**config.mk**
```make
export PLATFORM = sky130hd
export DESIGN_NAME = path_stack_replay
export DESIGN_NICKNAME = d
export VERILOG_FILES = /design/src/rtl/path_stack_replay.sv
export SDC_FILE = /design/constraint.sdc
export NUM_CORES = 1
export LEC_CHECK = 0
export ABC_CLOCK_PERIOD_IN_PS = 2900
export BUFFER_PORTS_ARGS = -buffer_cell sky130_fd_sc_hd__buf_2
export CORE_MARGIN = 4
export CORE_UTILIZATION = 55
export CTS_CLUSTER_SIZE = 16
export DETAILED_ROUTE_END_ITERATION = 12
export PLACE_DENSITY = 0.74
export SYNTH_ARGS = -nofsm -noshare
export SYNTH_HDL_FRONTEND = slang
export SYNTH_SLANG_ARGS = --single-unit
```
**constraint.sdc**
```tcl
create_clock -name clk -period 2.9 [get_ports clk]
set_clock_uncertainty 0.05 [all_clocks]
set_input_delay 0.145 -clock clk [delete_from_list [all_inputs] [get_ports clk]]
set_output_delay 0.145 -clock clk [all_outputs]
set_load 0.03 [all_outputs]
```
**src/rtl/path_stack_replay.sv**
```systemverilog
// LIFO of move codes, with a replay engine that streams the frozen stack
// from bottom to top over a valid/ready channel.
module path_stack_replay #(
    parameter int DATA_W = 2,
    parameter int DEPTH  = 16,
    parameter int PTR_W  = 5
) (
    input  logic              clk,
    input  logic              rst,
    input  logic              clear,
    input  logic              push,
    input  logic              pop,
    input  logic [DATA_W-1:0] din,
    output logic [DATA_W-1:0] top,
    output logic [PTR_W-1:0]  count,
    output logic              empty,
    output logic              full,
    output logic              err_ovf,
    output logic              err_unf,
    input  logic              replay_start,
    input  logic              replay_ready,
    output logic              replay_valid,
    output logic              replay_last,
    output logic              replay_busy,
    output logic [DATA_W-1:0] replay_data,
    output logic              replay_done
);
    localparam int AW = (DEPTH > 1) ? $clog2(DEPTH) : 1;

    typedef enum logic [1:0] {IDLE, STREAM, DONE} state_t;

    state_t            state, state_nx;
    logic [DATA_W-1:0] mem [DEPTH];
    logic [PTR_W-1:0]  count_q, count_nx, top_ptr;
    logic [PTR_W-1:0]  idx, idx_nx, len, len_nx;
    logic              wr_en, ovf_nx, unf_nx;
    logic [AW-1:0]     wr_addr;
    logic              unused_bits;

    assign top_ptr     = count_q - PTR_W'(1);
    assign count       = count_q;
    assign empty       = (count_q == '0);
    assign full        = (count_q == PTR_W'(DEPTH));
    assign top         = empty ? '0 : mem[top_ptr[AW-1:0]];
    assign unused_bits = ^top_ptr;

    // Stack update; all of it is frozen while a replay is in flight.
    always_comb begin
        count_nx = count_q;
        wr_en    = 1'b0;
        wr_addr  = count_q[AW-1:0];
        ovf_nx   = 1'b0;
        unf_nx   = 1'b0;
        if (!replay_busy) begin
            if (clear) begin
                count_nx = '0;
            end else if (push && pop && !empty) begin
                wr_en   = 1'b1;
                wr_addr = top_ptr[AW-1:0];
            end else if (push && !full) begin
                wr_en    = 1'b1;
                count_nx = count_q + PTR_W'(1);
            end else if (push && !pop) begin
                ovf_nx = 1'b1;
            end else if (pop) begin
                if (empty) unf_nx = 1'b1;
                else       count_nx = count_q - PTR_W'(1);
            end
        end
    end

    always_ff @(posedge clk) begin
        if (wr_en) mem[wr_addr] <= din;
    end

    always_ff @(posedge clk or posedge rst) begin
        if (rst) begin
            count_q <= '0;
            err_ovf <= 1'b0;
            err_unf <= 1'b0;
            state   <= IDLE;
            idx     <= '0;
            len     <= '0;
        end else begin
            count_q <= count_nx;
            err_ovf <= ovf_nx;
            err_unf <= unf_nx;
            state   <= state_nx;
            idx     <= idx_nx;
            len     <= len_nx;
        end
    end

    always_comb begin
        state_nx = state;
        idx_nx   = idx;
        len_nx   = len;
        case (state)
            IDLE: if (replay_start) begin
                if (count_q != '0) begin
                    state_nx = STREAM;
                    idx_nx   = '0;
                    len_nx   = count_q;
                end else begin
                    state_nx = DONE;
                end
            end
            STREAM: if (replay_ready) begin
                idx_nx = idx + PTR_W'(1);
                if (replay_last) state_nx = DONE;
            end
            default: state_nx = IDLE;
        endcase
    end

    assign replay_valid = (state == STREAM);
    assign replay_last  = replay_valid && (idx == len - PTR_W'(1));
    assign replay_data  = replay_valid ? mem[idx[AW-1:0]] : '0;
    assign replay_busy  = (state != IDLE);
    assign replay_done  = (state == DONE);
endmodule

```
After elaboration in Yosys (flattened, before gate mapping)
Memories as Yosys holds them, arrays and structs flattened.
Index checks and enable logic that the tools add are counted.
{ "totals": {"regBits": 19, "mem_bits_rw": 32, "input_bits": 9, "out_inout_bits": 17, "wordCells": 79, "n_memories": 1} }
{ "mem_list": {"columns": ["name", "words", "word_bits", "rd", "rd_ports_with_merged_regs", "write_ports", "line_no", "text"], "rows": [
  ["mem", 16, 2, 2, 0, 1, "33", "logic [DATA_W-1:0] mem [DEPTH];"]
]} }
{ "op_classes": {"add_sub_neg": 4, "eq_ne": 11, "n_mux": 38, "bitwise": 1, "reduce_logical": 18} }
{ "op_table": {"columns": ["operator", "count"], "rows": [
  ["5-bit two-way mux", 9],
  ["1-bit two-way mux", 18],
  ["2-bit two-way mux", 6],
  ["4-bit two-way mux", 3],
  ["5-bit by 1-bit adder with 5-bit output (second input constant)", 2],
  ["5-bit one-hot mux with 2 select lines", 1],
  ["5-bit by 1-bit subtractor with 5-bit output (second input constant)", 2],
  ["2-bit inequality test (second input constant)", 4],
  ["3-bit AND reduction", 2],
  ["5-bit equality test", 1],
  ["5-bit equality test (second input constant)", 1],
  ["1-bit logical AND", 5],
  ["5-bit logical NOT", 1],
  ["5-bit AND reduction", 1],
  ["5-bit nonzero test", 1],
  ["2-bit one-hot mux with 2 select lines", 1],
  ["4-bit AND reduction", 1],
  ["2-bit nonzero test", 2],
  ["1-bit logical NOT", 3],
  ["3-bit by 2-bit inequality test with 1-bit output (second input constant)", 1],
  ["3-bit inequality test (second input constant)", 1],
  ["3-bit nonzero test", 1],
  ["2-bit by 1-bit equality test with 1-bit output (second input constant)", 1],
  ["2-bit equality test (second input constant)", 1],
  ["other kinds (3)", 3]
]} }

Logic depth before layout (Yosys ltp)
{ "depth": {"ltp_word": 9, "ltp_mapped": 10, "depth_no_buf": 7} }

Least setup slack after synthesis
Ideal clock, no wire load.
{ "synth_timing": {"path_kind": "register -> output", "from": "register count_q[0], in the netlist count[0]", "to": "output top[0]", "arrival_time_ns": 2.771, "required_time_ns": 2.705, "setup_slack_ns": -0.066, "path_stages_with_launch": 9, "n_path_buf": 3, "cell_sequence": "dfrtp_1 -> buf_4 -> buf_2 -> inv_1 -> ha_1 -> clkbuf_1 -> mux4_2 -> mux4_2 -> and2_1"} }
{ "synth_between": {"elab_chain_cells": 3} }
{ "synth_lines": {"columns": ["element", "line_no", "text"], "rows": [
  ["start, declared", "34", "logic [PTR_W-1:0] count_q, count_nx, top_ptr;"],
  ["start signal, assigned", "85", "count_q <= count_nx;"],
  ["5-bit by 1-bit subtractor with 5-bit output", null, null],
  ["memory read 16 x 2 bit", null, null],
  ["2-bit two-way mux (*)", "44", "assign top = empty ? '0 : mem[top_ptr[AW-1:0]];"],
  ["end, declared", "14", "output logic [DATA_W-1:0] top,"]
]} }
Every way passes the cells marked *; elsewhere a longest branch is shown, timed or not.

Final worst setup path
{ "layout_timing": {"from": "register count_q[1], in the netlist count[1]", "to": "output top[1]"} }
Same word-level chain as after synthesis.

==> report_table.html <==
<table>
<tr><th>Metric</th><th>Value</th></tr>
<tr><th colspan="2">Route</th></tr>
<tr><td>Antenna-violating nets left</td><td>0</td></tr>
<tr><td>Initial DRC count</td><td>115</td></tr>
<tr><td>Average vias per placed instance</td><td>6.191</td></tr>
<tr><td>Vias</td><td>2,111</td></tr>
<tr><td>Final routed wire length divided by cell count</td><td>19.58 um</td></tr>
<tr><td>DRC violation count after routing</td><td>0</td></tr>
<tr><td>Detailed-router iteration count before antenna repair</td><td>4</td></tr>
<tr><td>Final Routed Wirelength</td><td>6.677 mm</td></tr>
<tr><th colspan="2">Critical path</th></tr>
<tr><td>Endpoint class of the critical path</td><td>primary output</td></tr>
<tr><td>Buffering stage count on the worst path with inverters included</td><td>2</td></tr>
<tr><td>Kind of cell with the highest combined delay on the critical path</td><td>multiplexers</td></tr>
<tr><td>Kind of start point of the critical path</td><td>flop</td></tr>
<tr><td>Highest cell delay on the worst timing path</td><td>0.54 ns</td></tr>
<tr><td>Max FO, Critical Path</td><td>13</td></tr>
<tr><td>Worst endpoint required time</td><td>2.71 ns</td></tr>
<tr><td>Most Frequent Cell on Critical Path</td><td>sky130_fd_sc_hd__mux4_2</td></tr>
<tr><td>Worst path cell trace</td><td>inv_1 -&gt; ha_2 -&gt; mux4_2 -&gt; mux4_2 -&gt; and2_1 -&gt; buf_2</td></tr>
<tr><td>CP Class</td><td>reg2out</td></tr>
<tr><td>Data arrival at the endpoint of the critical path</td><td>2.52 ns</td></tr>
<tr><td>Highest-delay cell along the critical path</td><td>sky130_fd_sc_hd__ha_2</td></tr>
<tr><th colspan="2">Floorplanning</th></tr>
<tr><td>Die X</td><td>81.91 um</td></tr>
<tr><td>Die height</td><td>81.91 um</td></tr>
<tr><td>Number of placed I/O pins</td><td>26</td></tr>
<tr><td>Starting density of the core</td><td>57.72%</td></tr>
<tr><td>Number of placement rows</td><td>26</td></tr>
<tr><td>Area of the placeable core</td><td>5205 sq um</td></tr>
<tr><td>Die area</td><td>6708 sq um</td></tr>
<tr><th colspan="2">Timing</th></tr>
<tr><td>Setup repair after global routing missed its margin</td><td>false</td></tr>
<tr><td>Max transition margin</td><td>50.58%</td></tr>
<tr><td>Fraction of the cycle the final worst path needs</td><td>93.72%</td></tr>
<tr><td>Final Setup Violations</td><td>0</td></tr>
<tr><td>Crit path time final</td><td>2.718 ns</td></tr>
<tr><td>Tightest Pin Transition</td><td>0.7404 ns</td></tr>
<tr><td>Total count of max-transition violations in the final report</td><td>0</td></tr>
<tr><td>Fmax achieved</td><td>367.9 MHz</td></tr>
<tr><td>Final-layout setup total negative slack</td><td>0 ns</td></tr>
<tr><td>Final count of hold timing violations</td><td>0</td></tr>
<tr><th colspan="2">Synth</th></tr>
<tr><td>Synth warn</td><td>0</td></tr>
<tr><td>Synthesized instance count</td><td>245</td></tr>
<tr><td>Average size of a mapped cell</td><td>12.26 sq um</td></tr>
<tr><td>Top cell types by occurrence after synthesis</td><td>sky130_fd_sc_hd__edfxtp_1, sky130_fd_sc_hd__nor2_1, sky130_fd_sc_hd__dfrtp_1</td></tr>
<tr><td>Top cell type by total area after synthesis</td><td>sky130_fd_sc_hd__edfxtp_1</td></tr>
<tr><td>Synth async-reset ratio</td><td>37.25%</td></tr>
<tr><td>Main flop type after synthesis</td><td>sky130_fd_sc_hd__edfxtp_1</td></tr>
<tr><td>Count of flip-flops with a built-in enable after synthesis</td><td>32</td></tr>
<tr><td>Syn Nets</td><td>259</td></tr>
<tr><td>Sequential fraction of the synthesis area</td><td>47.81%</td></tr>
<tr><td>Netlist Area Pre-Place</td><td>3004 sq um</td></tr>
<tr><td>Flop and latch count out of synthesis</td><td>51</td></tr>
<tr><td>Synth cell types</td><td>56</td></tr>
<tr><td>Synth area leaders</td><td>sky130_fd_sc_hd__edfxtp_1, sky130_fd_sc_hd__dfrtp_1, sky130_fd_sc_hd__mux4_2</td></tr>
<tr><td>Most frequently used cell type in the post-synthesis netlist</td><td>sky130_fd_sc_hd__edfxtp_1</td></tr>
<tr><td>Yosys top cell area share</td><td>31.99%</td></tr>
<tr><th colspan="2">Min path</th></tr>
<tr><td>Hold/Removal Path Class</td><td>in2reg</td></tr>
<tr><th colspan="2">Clock network</th></tr>
<tr><td>Sink count of the clock tree</td><td>51</td></tr>
<tr><td>Clock transition at the register clock pins on the worst setup and hold paths after CTS</td><td>0.10 ns</td></tr>
<tr><td>Clock root buffer master</td><td>sky130_fd_sc_hd__clkbuf_8</td></tr>
<tr><td>Max H-tree Level</td><td>2</td></tr>
<tr><td>Clk_lat worst skew</td><td>0.32 ns</td></tr>
<tr><td>Total clock buffers created by CTS</td><td>5</td></tr>
<tr><td>CTS max path bufs</td><td>2</td></tr>
<tr><td>TritonCTS clock tree</td><td>built</td></tr>
<tr><th colspan="2">Power</th></tr>
<tr><td>Max IR drop VDD</td><td>732.9 uV</td></tr>
<tr><td>Leakage component of the power</td><td>1.294 nW</td></tr>
<tr><td>Power Density</td><td>1034 nW/um^2</td></tr>
<tr><th colspan="2">Final layout</th></tr>
<tr><td>Share of layout cells above drive strength 1</td><td>22.88%</td></tr>
<tr><td>Fin util</td><td>63.92%</td></tr>
<tr><td>Number of nets in the layout</td><td>284</td></tr>
<tr><td>Synth-to-Final Area Change</td><td>10.75%</td></tr>
<tr><td>Number of diodes added for antenna fixing</td><td>0</td></tr>
<tr><td>Post-route cell area</td><td>3327 sq um</td></tr>
<tr><th colspan="2">Placement</th></tr>
<tr><td>HPWL after detailed placement</td><td>4.907 mm</td></tr>
<tr><td>Placer Congestion</td><td>0.8458</td></tr>
<tr><td>Cell Area, Placed</td><td>3199 sq um</td></tr>
<tr><td>Number of I/O port buffers</td><td>25</td></tr>
<tr><th colspan="2">Flow run</th></tr>
<tr><td>Max capacitance violation total</td><td>0</td></tr>
<tr><th colspan="2">GRT</th></tr>
<tr><td>Antenna violations before repair</td><td>0</td></tr>
<tr><td>Vias in the first global route</td><td>2,082</td></tr>
<tr><td>GRT overflow</td><td>0</td></tr>
<tr><td>Largest net degree at the start of global routing</td><td>21</td></tr>
<tr><td>Aggregate global-route resource usage</td><td>22.07%</td></tr>
<tr><td>Wire length of the first global-routing pass</td><td>10.74 mm</td></tr>
<tr><th colspan="2">Run status</th></tr>
<tr><td>Outcome</td><td>completed</td></tr>
</table>
## cell type report
type	count	area, sq um
inverters	14	53.80
clock inverters	3	46.29
multi-input cells	164	1439
repair buffers	34	195.2
flip-flops and latches	51	1436
well taps	70	87.58
clock buffers	5	68.82
fillers	420	1878
## per-stage QoR
stage	hold slack, ns	instances	worst slack [ns]	total power [mW]
after floorplan	0.04613	245	0.06811	2.447
after global placement	0.2438	332	0.3150	2.893
after detailed placement	0.2534	332	0.1903	2.918
after CTS	0.05324	341	0.06416	3.427
after global routing	0.09406	341	0.08794	3.648
final	0.06826	341	0.1822	3.439
## final timing paths
path	slack, ns	cells after the start	to	from
hold reg to reg	0.50	2	len[4]$_DFFE_PP0P_	len[4]$_DFFE_PP0P_
hold / removal	0.07	3	state[1]$_DFFE_PP0P_	replay_start
setup / recovery	0.18	6	top[1]	count[1]$_DFFE_PP0P_
min in group asynchronous	0.44	3	len[2]$_DFFE_PP0P_	rst
setup reg to reg	0.20	6	mem[12][0]$_DFFE_PP_	count[1]$_DFFE_PP0P_
max in group asynchronous	1.89	3	count[1]$_DFFE_PP0P_	rst
## layer usage
layer | routed length, um | track usage, %
met5 | 0 | 0
met4 | 123 | 7.475
met3 | 407 | 4.496
met2 | 3252 | 35.38
met1 | 2894 | 30.08
## kinds of logic (layout without fill, tap and decap cells)
family	Yosys count	count (layout)	synth area share, %
simple gates	81	81	14.91
flops	51	51	47.81
compound gates	45	45	10.95
buf+inv	30	56	4.373
mux	21	21	16.37
xor+xnor	12	12	3.499
fa+ha+maj	5	5	2.082
## repair_timing
action                     4_1_cts  5_1_grt
setup endpoints to repair        0        2
hold buffers                     1        0
buffers inserted                 0        0
gates resized for setup          0        1
hold endpoints to repair        19        0
## state kept, by name, summed over array words and instances (netlist names)
register / count
err_ovf: 1
idx: 5
state: 2
count: 5
err_unf: 1
len: 5
mem: 32
## worst reg2reg max path, stage by stage (launching register included)
cell and delay [ns]:
sky130_fd_sc_hd__dfrtp_1 0.39, sky130_fd_sc_hd__inv_1 0.15, sky130_fd_sc_hd__ha_2 0.28, sky130_fd_sc_hd__or4b_1 0.64, sky130_fd_sc_hd__nand3_1 0.23, sky130_fd_sc_hd__a2bb2oi_1 0.53
sky130_fd_sc_hd__nor2_1 0.17
## where the power goes
part / internal [mW] / switching, mW / total (mW) / leakage [nW]
sequential: 0.874 / 0.162 / 1.04 / 0.535
clock: 0.260 / 0.254 / 0.515 / 0.0548
combinational: 0.790 / 1.10 / 1.89 / 0.704
## cell usage in the layout (no fill, tap or decap), types with 6 or more instances in the layout
cell type,netlist,layout
sky130_fd_sc_hd__nand3_1,6,6
sky130_fd_sc_hd__inv_1,13,13
sky130_fd_sc_hd__xor2_1,7,7
sky130_fd_sc_hd__nand2_1,14,14
sky130_fd_sc_hd__mux4_1,8,8
sky130_fd_sc_hd__dfrtp_1,19,19
sky130_fd_sc_hd__edfxtp_1,32,32
sky130_fd_sc_hd__o21ai_0,10,10
sky130_fd_sc_hd__buf_2,5,25
sky130_fd_sc_hd__nor2_1,25,25
sky130_fd_sc_hd__buf_4,1,8
sky130_fd_sc_hd__mux4_2,12,12
(Power assumes the default switching activity.)
